### src/rtl/pipe_ctrl_pkg.sv
// Shared encodings for the pipelined control unit:
// ALU codes, immediate kinds, cond field, op field and stage bundles.
package pipe_ctrl_pkg;

  typedef enum logic [2:0] {
    ALU_ADD = 3'b000,
    ALU_SUB = 3'b001,
    ALU_AND = 3'b010,
    ALU_ORR = 3'b011
  } alu_e;

  typedef enum logic [1:0] {
    IMM8  = 2'b00,
    IMM12 = 2'b01,
    IMM24 = 2'b10
  } imm_e;

  typedef enum logic [3:0] {
    EQ, NE, CS, CC, MI, PL, VS, VC,
    HI, LS, GE, LT, GT, LE, AL, NV
  } cond_e;

  localparam logic [1:0] OP_DP  = 2'b00;
  localparam logic [1:0] OP_MEM = 2'b01;
  localparam logic [1:0] OP_BR  = 2'b10;

  localparam logic [3:0] CMD_AND = 4'b0000;
  localparam logic [3:0] CMD_SUB = 4'b0010;
  localparam logic [3:0] CMD_ADD = 4'b0100;
  localparam logic [3:0] CMD_CMP = 4'b1010;
  localparam logic [3:0] CMD_ORR = 4'b1100;

  typedef struct packed {
    logic       rw;
    logic       mw;
    logic       mtr;
    logic       br;
    logic       pcs;
    logic [1:0] fw;
    logic [2:0] alu;
    logic       asrc;
    logic [3:0] cond;
  } id_ex_t;

  typedef struct packed {
    logic rw;
    logic mw;
    logic mtr;
    logic pcs;
  } ex_mem_t;

  typedef struct packed {
    logic rw;
    logic mtr;
    logic pcs;
  } mem_wb_t;

endpackage

### src/rtl/pipe_condunit.sv
// NZCV flags register and condition evaluation for Execute.
// Ports: cond_i/flag_we_i from D/E, flags_i from ALU, condex_o result.
module pipe_condunit
  import pipe_ctrl_pkg::*;
(
  input  logic       clk,
  input  logic       rst_n,
  input  logic [3:0] cond_i,
  input  logic [3:0] flags_i,
  input  logic [1:0] flag_we_i,
  output logic       condex_o
);

  logic [3:0] flags_q;
  logic [3:0] flags_d;
  logic [1:0] we;
  logic       n, z, c, v;

  assign {n, z, c, v} = flags_q;

  always_comb begin
    condex_o = 1'b0;
    case (cond_i)
      EQ:      condex_o = z;
      NE:      condex_o = ~z;
      CS:      condex_o = c;
      CC:      condex_o = ~c;
      MI:      condex_o = n;
      PL:      condex_o = ~n;
      VS:      condex_o = v;
      VC:      condex_o = ~v;
      HI:      condex_o = c & ~z;
      LS:      condex_o = ~c | z;
      GE:      condex_o = (n == v);
      LT:      condex_o = (n != v);
      GT:      condex_o = ~z & (n == v);
      LE:      condex_o = z | (n != v);
      AL:      condex_o = 1'b1;
      default: condex_o = 1'b0;
    endcase
  end

  // bit1 owns N,Z; bit0 owns C,V
  assign we = flag_we_i & {2{condex_o}};

  always_comb begin
    flags_d = flags_q;
    if (we[1]) flags_d[3:2] = flags_i[3:2];
    if (we[0]) flags_d[1:0] = flags_i[1:0];
  end

  always_ff @(posedge clk or negedge rst_n) begin
    if (!rst_n) flags_q <= 4'b0000;
    else        flags_q <= flags_d;
  end

endmodule

### src/rtl/pipe_controller.sv
// Pipelined control unit: decodes InstrD and carries control through E/M/W.
// Ports: InstrD/ALUFlagsE/FlushE in; D,E,M,W controls and PCWrPendingF out.
module pipe_controller
  import pipe_ctrl_pkg::*;
(
  input  logic        clk,
  input  logic        reset,
  input  logic [19:0] InstrD,
  input  logic [3:0]  ALUFlagsE,
  input  logic        FlushE,
  output logic [1:0]  RegSrcD,
  output logic [1:0]  ImmSrcD,
  output logic        ALUSrcE,
  output logic [2:0]  ALUControlE,
  output logic        BranchTakenE,
  output logic        MemWriteM,
  output logic        MemtoRegE,
  output logic        RegWriteM,
  output logic        MemtoRegW,
  output logic        PCSrcW,
  output logic        RegWriteW,
  output logic        PCWrPendingF
);

  logic [1:0] op;
  logic [5:0] funct;
  logic [3:0] cmd;
  logic [3:0] rd;
  logic       s_bit;
  logic       unused_rn;

  assign op        = InstrD[15:14];
  assign funct     = InstrD[13:8];
  assign cmd       = funct[4:1];
  assign s_bit     = funct[0];
  assign rd        = InstrD[3:0];
  assign unused_rn = ^InstrD[7:4];

  id_ex_t  de_d, de_q;
  ex_mem_t em_d, em_q;
  mem_wb_t mw_d, mw_q;
  logic    condex;

  always_comb begin
    de_d    = '0;
    RegSrcD = 2'b00;
    ImmSrcD = IMM8;
    unique case (1'b1)
      (op == OP_DP): begin
        de_d.asrc = funct[5];
        case (cmd)
          CMD_ADD: begin
            de_d.rw  = 1'b1;
            de_d.alu = ALU_ADD;
            de_d.fw  = {s_bit, s_bit};
          end
          CMD_SUB: begin
            de_d.rw  = 1'b1;
            de_d.alu = ALU_SUB;
            de_d.fw  = {s_bit, s_bit};
          end
          CMD_AND: begin
            de_d.rw  = 1'b1;
            de_d.alu = ALU_AND;
            de_d.fw  = {s_bit, 1'b0};
          end
          CMD_ORR: begin
            de_d.rw  = 1'b1;
            de_d.alu = ALU_ORR;
            de_d.fw  = {s_bit, 1'b0};
          end
          CMD_CMP: begin
            de_d.alu = ALU_SUB;
            de_d.fw  = 2'b11;
          end
          default: ;
        endcase
      end
      (op == OP_MEM): begin
        de_d.asrc = 1'b1;
        de_d.alu  = ALU_ADD;
        ImmSrcD   = IMM12;
        if (funct[0]) begin
          de_d.rw  = 1'b1;
          de_d.mtr = 1'b1;
        end else begin
          de_d.mw    = 1'b1;
          RegSrcD[1] = 1'b1;
        end
      end
      (op == OP_BR): begin
        de_d.br    = 1'b1;
        de_d.asrc  = 1'b1;
        de_d.alu   = ALU_ADD;
        ImmSrcD    = IMM24;
        RegSrcD[0] = 1'b1;
      end
      default: ;
    endcase
    de_d.pcs  = de_d.rw & (rd == 4'hF);
    de_d.cond = InstrD[19:16];
  end

  // flush clears the whole bundle; only write enables matter
  always_ff @(posedge clk or negedge reset) begin
    if (!reset)      de_q <= '0;
    else if (FlushE) de_q <= '0;
    else             de_q <= de_d;
  end

  pipe_condunit u_cond (
    .clk       (clk),
    .rst_n     (reset),
    .cond_i    (de_q.cond),
    .flags_i   (ALUFlagsE),
    .flag_we_i (de_q.fw),
    .condex_o  (condex)
  );

  assign em_d = '{rw:  de_q.rw & condex,
                  mw:  de_q.mw & condex,
                  mtr: de_q.mtr,
                  pcs: de_q.pcs & condex};

  assign mw_d = '{rw:  em_q.rw,
                  mtr: em_q.mtr,
                  pcs: em_q.pcs};

  always_ff @(posedge clk or negedge reset) begin
    if (!reset) begin
      em_q <= '0;
      mw_q <= '0;
    end else begin
      em_q <= em_d;
      mw_q <= mw_d;
    end
  end

  assign ALUSrcE      = de_q.asrc;
  assign ALUControlE  = de_q.alu;
  assign MemtoRegE    = de_q.mtr;
  assign BranchTakenE = de_q.br & condex;
  assign MemWriteM    = em_q.mw;
  assign RegWriteM    = em_q.rw;
  assign RegWriteW    = mw_q.rw;
  assign MemtoRegW    = mw_q.mtr;
  assign PCSrcW       = mw_q.pcs;
  assign PCWrPendingF = de_d.pcs | de_q.pcs | em_q.pcs;

endmodule
### config.mk
export PLATFORM = sky130hd
export DESIGN_NAME = pipe_controller
export DESIGN_NICKNAME = d
export VERILOG_FILES = /design/src/rtl/pipe_ctrl_pkg.sv /design/src/rtl/pipe_condunit.sv /design/src/rtl/pipe_controller.sv
export SDC_FILE = /design/constraint.sdc
export NUM_CORES = 1
export LEC_CHECK = 0
export ABC_CLOCK_PERIOD_IN_PS = 2450
export CORE_UTILIZATION = 40
export CTS_CLUSTER_DIAMETER = 100
export DETAILED_ROUTE_END_ITERATION = 6
export GPL_TIMING_DRIVEN = 0
export MAX_ROUTING_LAYER = met4
export PLACE_DENSITY_LB_ADDON = 0.12
export SLEW_MARGIN = 5
export SYNTH_ARGS = -nofsm -noshare
export SYNTH_HDL_FRONTEND = slang
export SYNTH_SLANG_ARGS = --single-unit
### constraint.sdc
create_clock -name clk -period 2.45 [get_ports clk]
set_input_delay 0.245 -clock clk [delete_from_list [all_inputs] [get_ports clk]]
set_output_delay 0.245 -clock clk [all_outputs]
set_load 0.02 [all_outputs]
==> metrics.md, run 1 <==
| Metric | Value |
|---|---|
| IO buf count | 37 |
| Hold Path Class | reg -> reg |
| Worst Path Arrival | 2.08 ns |
| Largest fanout on the critical path | 4 |
| Area Overhead vs Synth | 39.1% |
| Status | completed |
| Layout fillers | 248 |
| Avg Cell Area, Syn | 10.7 µm² |
| Die height | 57.3 µm |
| Max rail drop VDD | 0.307 mV |
| Drt initial violations | 58 |
| Post-Route Setup TNS | 0 ns |
| Worst skew pair latency | 0.32 ns |
| Routability congestion estimate | 0.865 |
| FF/Latch Area | 628 µm² |
| DIE WIDTH | 57.3 µm |
| Ys Warns | 0 |
| Fin area | 1700 µm² |
| Die Area | 3280 µm² |
| Final Hold Fails | 0 |
| Max-cap violations | 0 |
| Relative slew slack | 28.4% |
| Final min period | 2.33 ns |
| CP Launch Type | flop |
| GR Util All Layers | 17.3% |
| I/O Pins | 43 |
| Pwr/cell area | 477 nW/µm² |
| Vias | 985 |
| Initial Util | 43.2% |
| Cell Area, Placed | 1630 µm² |
| RSZ-0062 raised after global routing | false |
| Cts hold-fix bufs | 0 |
| Syn Nets | 146 |
| Clock-pin transition on the worst setup and hold timing paths | 0.13 ns |
| Fin. max-slew vios | 0 |
| Total iterations of the first detailed-routing run | 4 |
| CP Data Required Time | 2.20 ns |
| Sequential fraction of the synthesis area | 51.2% |
| Antenna diodes | 0 |
| Setup crit end kind | primary output |
| Cells after synthesis | 114 |
| FF-to-FF setup slack | 0.21 ns |
| Final wirelength | 2390 µm |
| CTS tree | done |
| Worst Skew | 0.00808 ns |
| Largest net degree at the start of global routing | 26 |
| Most frequent cells in the layout | 35 x clkdlybuf4s50_1, 23 x dfrtp_1, 8 x nor2b_1 |
| Multi-input logic area | 553 µm² |
| Final setup fails | 0 |
| Congestion Overflow GR | 0 |
| Detail Route Antenna Nets | 0 |
| Synthesis-stage register bit count | 25 |
| Vias in the first global route | 969 |
| First-pass GRT wire length | 4130 µm |
| DRC Markers | 0 |
| Antenna violations before repair | 0 |
| Most common cell after layout, fill and taps aside | clkdlybuf4s50_1 |
| CTS buffer count | 3 |
| Fin crit share | 95.1% |
| Dpl hpwl | 1820 µm |
| Placement row count | 19 |
| Share of cells above drive strength 1 | 14.6% |
| Synth Cell Area | 1220 µm² |
| Root buffer cell | clkbuf_4 |
| Sink Count | 25 |
| Worst-margin pin slew | 1.07 ns |
| CTS Buffer Depth | 2 |
| Post-layout nets | 191 |
| F_max | 429 MHz |
| LEAKAGE | 0.779 nW |
| H-tree level count | 1 |
| Critical path class | reg -> out |
| Core area | 2830 µm² |
| Routed WL per cell | 12.7 µm |
| Via density | 5.21 |
| Synth cell types | 39 |
## power breakdown
part           switching (mW)  internal, mW
sequential             0.0208         0.433
clock                   0.117        0.0611
combinational          0.0811        0.0978
total                   0.219         0.592
## cell usage after synthesis
library cell / number / area, µm²
mux2_2: 1 / 11.3
o21bai_1: 1 / 7.51
mux2i_1: 1 / 10.0
nor3_1: 3 / 15.0
buf_2: 1 / 5.00
o21ai_0: 2 / 10.0
nand2b_1: 2 / 12.5
a211oi_1: 1 / 7.51
nand4b_1: 1 / 8.76
o2111a_1: 1 / 11.3
conb_1: 1 / 3.75
xor2_1: 1 / 8.76
nand4_1: 1 / 6.26
nand2_1: 6 / 22.5
o31ai_2: 1 / 12.5
nor2b_1: 8 / 50.1
and3_1: 1 / 6.26
nand3b_1: 2 / 15.0
buf_4: 4 / 30.0
dfrtp_1: 25 / 626
o21ai_2: 1 / 8.76
nor2_1: 6 / 22.5
o311ai_0: 1 / 8.76
or3b_2: 1 / 8.76
and2_1: 4 / 25.0
mux2_1: 4 / 45.0
nand3_1: 3 / 15.0
o32a_1: 1 / 10.0
a2111oi_0: 1 / 8.76
a31oi_1: 4 / 25.0
a21oi_1: 7 / 35.0
and2b_1: 1 / 7.51
nor4_1: 1 / 6.26
and3b_1: 1 / 8.76
or3b_1: 1 / 8.76
xnor2_1: 1 / 8.76
ha_1: 5 / 62.6
inv_1: 6 / 22.5
clkbuf_1: 1 / 3.75
## routing by layer
| metal | track usage (%) | wire length, µm |
|---|---|---|
| met5 | - | 0 |
| met4 | 9.06 | 79 |
| met3 | 2.95 | 132 |
| met2 | 31.4 | 1290 |
| met1 | 17.8 | 892 |
## path summary, 6_finish.rpt
check                                  startpoint                 to  cells after the start
worst max-delay path            u_cond.flags_q[0]       BranchTakenE                      7
worst min-delay path                      em_q[1]          MemtoRegW                      0
worst max register to register  u_cond.flags_q[0]  u_cond.flags_q[1]                      7
worst min register to register            em_q[1]          MemtoRegW                      0
max in group asynchronous                   reset            de_q[2]                      1
min in group asynchronous                   reset          MemWriteM                      1
## final cells by class
| class | instances | area share [%] |
|---|---|---|
| Tap cell | 31 | 2.28 |
| Buffer | 6 | 2.28 |
| Clock inverter | 1 | 0.295 |
| Inverter | 6 | 1.33 |
| Timing Repair Buffer | 40 | 23.0 |
| Multi-Input combinational cell | 77 | 32.5 |
| Sequential cell | 25 | 37.0 |
| Clock buffer | 3 | 1.33 |
## critical path, cell delays in order, from the launching register on
cell and delay [ns]:
dfrtp_1 0.45, xnor2_2 0.17, or3b_4 0.41, o2111a_1 0.16
o21ai_2 0.14, nand3_2 0.11, and2_1 0.18, buf_2 0.15
## state kept, by name (all words and copies together), names as in the netlist, 2 cells and up
| signal | count |
|---|---|
| de_q | 10 |
| u_cond.flags_q | 4 |
| em_q | 2 |
| ALUControlE | 2 |
## logic make-up (layout without fill, tap and decap cells)
kind of cell | after synthesis | in the layout | synth area share, %
adder cells (fa/ha/maj) | 5 | 5 | 5.12
AND/OR/NAND/NOR | 42 | 42 | 19.6
other | 1 | 1 | 0.307
flip-flops | 25 | 25 | 51.2
XOR/XNOR | 2 | 2 | 1.43
multiplexers | 6 | 6 | 5.43
AO/OA/AOI/OAI | 21 | 21 | 11.9
buffers and inverters | 12 | 56 | 5.02
## repair_timing
action / 4_1_cts / 5_1_grt
cloned: 0 / 0
setup buffers: 3 / 0
pin swaps: 2 / 1
gates resized for setup: 6 / 6
setup endpoints to repair: 1 / 2
## metrics by stage
step / std cells / hold WS (ns) / power (mW) / setup WS, ns / utilization (%)
2_1_floorplan: 114 / -0.0506 / 0.540 / 0.541 / -
3_5_place_dp: 182 / 0.340 / 0.623 / -0.0642 / 57.6
6_report: 189 / 0.365 / 0.810 / 0.120 / 60.1
3_3_place_gp: 182 / 0.336 / 0.616 / -0.0200 / 57.6
4_1_cts: 189 / 0.369 / 0.809 / 0.0572 / 59.5
5_1_grt: 189 / 0.376 / 0.856 / 0.000402 / 60.1
No activity file was read; power rests on OpenSTA's default activity.
==> inputs of run 2 (changes only) <==
--- a/config.mk
+++ b/config.mk
@@ -6,7 +6,7 @@
 export NUM_CORES = 1
 export LEC_CHECK = 0
 export ABC_CLOCK_PERIOD_IN_PS = 2450
-export CORE_UTILIZATION = 40
+export CORE_UTILIZATION = 44
 export CTS_CLUSTER_DIAMETER = 100
 export DETAILED_ROUTE_END_ITERATION = 6
 export GPL_TIMING_DRIVEN = 0
==> metrics.md, run 2 (synthesis results as in run 1) <==
| Metric | Value |
|---|---|
| Final wirelength | 2360 µm (-1.5%) |
| Sequential power share | 55.8% (-0.2 points) |
| Clock-pin transition on the worst setup and hold timing paths | 0.12 ns (about the same) |
| Die Area | 2990 µm² (-8.8%) |
| Pre-CTS setup slack | -0.0737 ns (-0.00958 ns) |
| Most common cell after layout, fill and taps aside | clkdlybuf4s50_1 |
| Setup crit end kind | primary output |
| GR Util All Layers | 18.0% (+0.68 points) |
| Fin crit share | 95.6% (+0.49 points) |
| Drt initial violations | 13 (-78%) |
| CP Data Required Time | 2.20 ns (about the same) |
| Final setup fails | 0 (unchanged) |
| Placed cells | 181 (-0.55%) |
| Root buffer cell | clkbuf_4 |
| CP Launch Type | flop |
| Relative slew slack | 30.7% (+2.3 points) |
| RSZ-0062 raised after global routing | true |
| Antenna violations before repair | 0 (unchanged) |
| CTS buffer count | 3 (unchanged) |
| Max rail drop VDD | 0.313 mV (+1.9%) |
| Max-cap violations | 0 (unchanged) |
| Cell Chain, Critical Path | xnor2_2, or3b_4, o2111a_1, o21ai_2, nand3_2, and2_4, buf_6 |
| Final Hold Fails | 0 (unchanged) |
| Congestion Overflow GR | 0 (unchanged) |
| CP max stage delay | 0.44 ns (about the same) |
| Via density | 5.31 (+1.9%) |
| DIE WIDTH | 54.7 µm (-4.5%) |
| H-tree level count | 1 (unchanged) |
| Most frequent cells in the layout | 35 x clkdlybuf4s50_1, 22 x dfrtp_1, 8 x nor2b_1, 8 x buf_4 |
| Fin area | 1720 µm² (+0.96%) |
| Post-layout nets | 192 (+0.52%) |
| FF/Latch Area | 629 µm² (+0.20%) |
| IO buf count | 37 (unchanged) |
| Routability congestion estimate | 0.709 (-18%) |
| Vias in the first global route | 919 (-5.2%) |
| Finished Layout Cells | 189 (unchanged) |
| Largest net degree at the start of global routing | 26 (unchanged) |
| First-pass GRT wire length | 3650 µm (-12%) |
| Critical path class | reg -> out |
| Max reg flops | 10 (unchanged) |
| Sink Count | 25 (unchanged) |
| Slowest-stage cell, CP | dfrtp_2 |
| Top flop regs | de_q: 10 flops, u_cond.flags_q: 4 flops |
| CTS Buffer Depth | 2 (unchanged) |
| Top reg by flops | de_q |
| Hold Path Class | reg -> reg |
| Initial Util | 48.0% (+4.8 points) |
| Detail Route Antenna Nets | 0 (unchanged) |
| Status | completed |
| Dpl hpwl | 1830 µm (+0.80%) |
| Clock network fraction of total power | 21.3% (-0.7 points) |
| Antenna diodes | 0 (unchanged) |
| Largest fanout on the critical path | 4 (unchanged) |
| Total iterations of the first detailed-routing run | 4 (unchanged) |
| Pwr/cell area | 475 nW/µm² (-0.49%) |
| Cell Area, Placed | 1630 µm² (about the same) |
| Die height | 54.7 µm (-4.5%) |
| LEAKAGE | 0.784 nW (+0.65%) |
| Internal cell power | 0.599 mW (+1.3%) |
| WHS | 0.365 ns (-0.000679 ns) |
| Sw frac | 26.4% (-0.61 points) |
| F_max | 427 MHz (-0.51%) |
| Worst skew pair latency | 0.31 ns (about the same) |
| Core area | 2540 µm² (-10%) |
| Routed WL per cell | 12.5 µm (-1.5%) |
| Worst Skew | 0.00642 ns (-0.00166 ns) |
| Layout fillers | 191 (-23%) |
| Vias | 1,004 (+1.9%) |
| Area Overhead vs Synth | 40.5% |
| Final WS setup | 0.108 ns (-0.0120 ns) |
| Fin. max-slew vios | 0 (unchanged) |
| Worst Path Arrival | 2.10 ns (+0.02 ns) |
| Worst-margin pin slew | 1.04 ns (-0.0343 ns) |
| CTS tree | done |
| DRC Markers | 0 (unchanged) |
| NetSw | 0.215 mW (-1.8%) |
| Multi-input logic area | 556 µm² (+0.45%) |
| Gate power share | 23.0% (+0.9 points) |
| Placement row count | 18 (-1) |
| Share of cells above drive strength 1 | 16.4% (+1.8 points) |
| I/O Pins | 43 (unchanged) |
| Final min period | 2.34 ns (+0.0120 ns) |
| Tot Pwr | 0.814 mW (+0.46%) |
[run 2: final timing paths]
| check | startpoint | end | slack (ns) | cells past startpoint |
|---|---|---|---|---|
| worst max-delay path | u_cond.flags_q[3] | BranchTakenE | 0.11 | 7 |
| worst min-delay path | em_q[1] | MemtoRegW | 0.36 | 0 |
| worst max register to register | u_cond.flags_q[3] | u_cond.flags_q[1] | 0.25 | 7 |
| worst min register to register | em_q[1] | MemtoRegW | 0.36 | 0 |
| max in group asynchronous | reset | u_cond.flags_q[3] | 1.27 | 1 |
| min in group asynchronous | reset | PCSrcW | 0.49 | 1 |
[run 2: worst max-delay path, delay by kind of cell, from the launching register on]
kind            cells  cell delay, ns
buf+inv             1            0.12
compound gates      2            0.33
xor+xnor            1            0.19
simple gates        3            0.70
flops               1            0.44
[run 2: power groups by stage]
stage	combinational [mW]	sequential, mW	clock (mW)
after floorplan	0.0794	0.461	0
after global placement	0.154	0.461	0
after detailed placement	0.159	0.463	0
after CTS	0.186	0.453	0.180
after global routing	0.204	0.457	0.195
final	0.187	0.454	0.173
[run 2: stage by stage]
| stage | utilization (%) | TNS [ns] |
|---|---|---|
| after detailed placement | 64.0 | -0.0737 |
| after global placement | 64.0 | -0.0162 |
| final | 67.4 | 0 |
| after global routing | 67.4 | -0.00404 |
| after floorplan | - | 0 |
| after CTS | 66.8 | 0 |
[run 2: area by class of cell]
type	instances	share of cell area, %
Sequential cell	25	36.7
Multi-Input combinational cell	77	32.4
Timing Repair Buffer	41	23.6
Buffer	6	2.26
Tap cell	30	2.19
Clock buffer	3	1.31
Inverter	6	1.31
Clock inverter	1	0.292
[run 2: metal layers]
metal	track usage [%]	wire length [µm]	vias up
met5	-	0	-
met4	8.97	36	0
met3	2.50	93	4
met2	34.7	1350	31
met1	16.9	880	484
li1	-	-	485
[run 2: repair_timing]
item / CTS / global route
hold buffers: 0 / 0
pin swaps: 2 / 3
buffers inserted: 4 / 0
resized for setup: 10 / 5
setup endpoints to repair: 1 / 2
==> inputs of run 3 (changes only) <==
--- a/config.mk
+++ b/config.mk
@@ -12,6 +12,7 @@
 export GPL_TIMING_DRIVEN = 0
 export MAX_ROUTING_LAYER = met4
 export PLACE_DENSITY_LB_ADDON = 0.12
+export SKIP_CTS_REPAIR_TIMING = 1
 export SLEW_MARGIN = 5
 export SYNTH_ARGS = -nofsm -noshare
 export SYNTH_HDL_FRONTEND = slang
==> metrics.md, run 3 (synthesis results as in run 1) <==
| Metric | Value |
|---|---|
| Relative slew slack | 32.0% (+1.3 points) |
| Post-layout nets | 191 (-0.52%) |
| Initial Util | 48.0% (unchanged) |
| Sink Count | 25 (unchanged) |
| Reg2reg path depth | 7 (unchanged) |
| Crit path to | BranchTakenE |
| Pwr/cell area | 476 nW/µm² (+0.30%) |
| Antenna diodes | 0 (unchanged) |
| Worst-margin pin slew | 1.02 ns (-0.0200 ns) |
| Area Overhead vs Synth | 39.1% |
| RR Endpoint | u_cond.flags_q[1] |
| I/O Pins | 43 (unchanged) |
| Dpl hpwl | 1830 µm (unchanged) |
| Worst Path Arrival | 2.16 ns (+0.06 ns) |
| Fin. max-slew vios | 0 (unchanged) |
| Via density | 5.35 (+0.73%) |
| Status | completed |
| CTS tree | done |
| Largest net degree at the start of global routing | 26 (unchanged) |
| Largest fanout on the critical path | 4 (unchanged) |
| Sw frac | 26.5% (+0.13 points) |
| Share of cells above drive strength 1 | 15.2% (-1.2 points) |
| Worst Setup SP | u_cond.flags_q[0] |
| Total iterations of the first detailed-routing run | 4 (unchanged) |
| Final setup fails | 0 (unchanged) |
| Die Area | 2990 µm² (unchanged) |
| WP depth | 7 (unchanged) |
| Tot Pwr | 0.809 mW (-0.66%) |
| Top reg by flops | de_q |
| Max reg flops | 10 (unchanged) |
| Layout fillers | 192 (+0.52%) |
| H-tree level count | 1 (unchanged) |
| CP Launch Type | flop |
| DIE WIDTH | 54.7 µm (unchanged) |
| Vias | 1,006 (+0.20%) |
| Drt initial violations | 19 (+6) |
| Sequential power share | 56.7% (+0.9 points) |
| First-pass GRT wire length | 3530 µm (-3.2%) |
| Placement row count | 18 (unchanged) |
| Antenna violations before repair | 0 (unchanged) |
| Die height | 54.7 µm (unchanged) |
| Routability congestion estimate | 0.709 (unchanged) |
| Clock network fraction of total power | 21.3% (about the same) |
| Core area | 2540 µm² (unchanged) |
| Detail Route Antenna Nets | 0 (unchanged) |
| Final wirelength | 2420 µm (+2.5%) |
| Worst Skew | 0.00746 ns (+0.00105 ns) |
| Setup crit end kind | primary output |
| IO buf count | 37 (unchanged) |
| Final Hold Fails | 0 (unchanged) |
| Hold Path Class | reg -> reg |
| Worst skew pair latency | 0.31 ns (about the same) |
| Gate power share | 22.0% (-1.0 points) |
| Slowest-stage cell, CP | dfrtp_2 |
| CP max stage delay | 0.47 ns (+0.03 ns) |
| F_max | 415 MHz (-2.8%) |
| Fin crit share | 98.4% (+2.8 points) |
| CTS buffer count | 3 (unchanged) |
| Critical path class | reg -> out |
| Max rail drop VDD | 0.289 mV (-7.5%) |
| Top flop regs | de_q: 10 flops, u_cond.flags_q: 4 flops |
| Cell Area, Placed | 1630 µm² (unchanged) |
| Most frequent cells in the layout | 35 x clkdlybuf4s50_1, 22 x dfrtp_1, 8 x nor2b_1 |
| FF-to-FF Start | u_cond.flags_q[0] |
| Internal cell power | 0.594 mW (-0.84%) |
| NetSw | 0.214 mW (-0.15%) |
| Clock-pin transition on the worst setup and hold timing paths | 0.13 ns (about the same) |
| Final min period | 2.41 ns (+0.0680 ns) |
| CTS Buffer Depth | 2 (unchanged) |
| Crit-path leading delay family | simple AND/OR/NAND/NOR gates |
| Most common cell after layout, fill and taps aside | clkdlybuf4s50_1 |
| Vias in the first global route | 883 (-3.9%) |
| WP buf/inv | 1 (unchanged) |
| Routed WL per cell | 12.9 µm (+3.0%) |
| Cell Chain, Critical Path | xnor2_2, or3b_4, o2111a_1, o21ai_2, nand3_2, and2_1, buf_2 |
| DRC Markers | 0 (unchanged) |
| Fin area | 1700 µm² (-0.95%) |
| Congestion Overflow GR | 0 (unchanged) |
| Max-cap violations | 0 (unchanged) |
| Root buffer cell | clkbuf_4 |
| LEAKAGE | 0.777 nW (-0.93%) |
| GR Util All Layers | 17.4% (-0.60 points) |
| CP Data Required Time | 2.20 ns (about the same) |
| FF-to-FF setup slack | 0.18 ns (-0.07 ns) |
| RSZ-0062 raised after global routing | true |
## run 3: changes by cell type in the layout (fill, tap and decap cells not counted), sizes merged
cell  delta
buf      -1
## run 3: how the worst min path moves through the flow
stage / start / endpoint / slack (ns) / cells past startpoint
floorplan: reset / ALUControlE[0] / -0.05 / 0
global placement: em_q[1] / MemtoRegW / 0.34 / 0
detailed placement: em_q[1] / MemtoRegW / 0.34 / 0
CTS: em_q[1] / MemtoRegW / 0.37 / 0
global route: em_q[1] / MemtoRegW / 0.38 / 0
finish: em_q[1] / MemtoRegW / 0.36 / 0
## run 3: per-stage QoR
stage	std cells	utilization, %	setup WS [ns]	hold WS (ns)	TNS [ns]
2_1_floorplan	114	-	0.541	-0.0506	0
3_3_place_gp	181	64.0	-0.0162	0.336	-0.0162
3_5_place_dp	181	64.0	-0.0737	0.340	-0.0737
4_1_cts	185	65.1	-0.452	0.369	-0.452
5_1_grt	188	66.8	-0.0404	0.375	-0.0404
6_report	188	66.8	0.0401	0.365	0
## run 3: per-layer routing
metal | global-route usage [%] | vias up | wire length [µm]
li1 | - | 479 | -
met2 | 32.9 | 31 | 1370
met4 | 8.97 | 0 | 36
met3 | 2.50 | 4 | 102
met1 | 16.7 | 492 | 908
met5 | - | - | 0
## run 3: cell type report
| cell class | instances | area (µm²) | area share (%) |
|---|---|---|---|
| plain buffers | 6 | 38.8 | 2.28 |
| clock buffers | 3 | 22.5 | 1.33 |
| clock inverters | 1 | 5.00 | 0.295 |
| inverters | 6 | 22.5 | 1.33 |
| multi-input cells | 77 | 553 | 32.5 |
| flip-flops and latches | 25 | 629 | 37.0 |
| well taps | 30 | 37.5 | 2.21 |
| repair buffers | 40 | 390 | 23.0 |
## run 3: worst reg2reg max path, stage by stage, from the launching register on
cell     delay (ns)
dfrtp_2        0.47
xnor2_2        0.21
or3b_4         0.41
o31ai_2        0.21
o21ai_2        0.11
buf_4          0.14
a31oi_1        0.25
mux2_1         0.35
## run 3: power groups by stage
stage	sequential [mW]	combinational [mW]	clock, mW
global route	0.461	0.193	0.195
detailed placement	0.463	0.159	0
floorplan	0.461	0.0794	0
finish	0.458	0.178	0.173
CTS	0.454	0.160	0.180
global placement	0.461	0.154	0
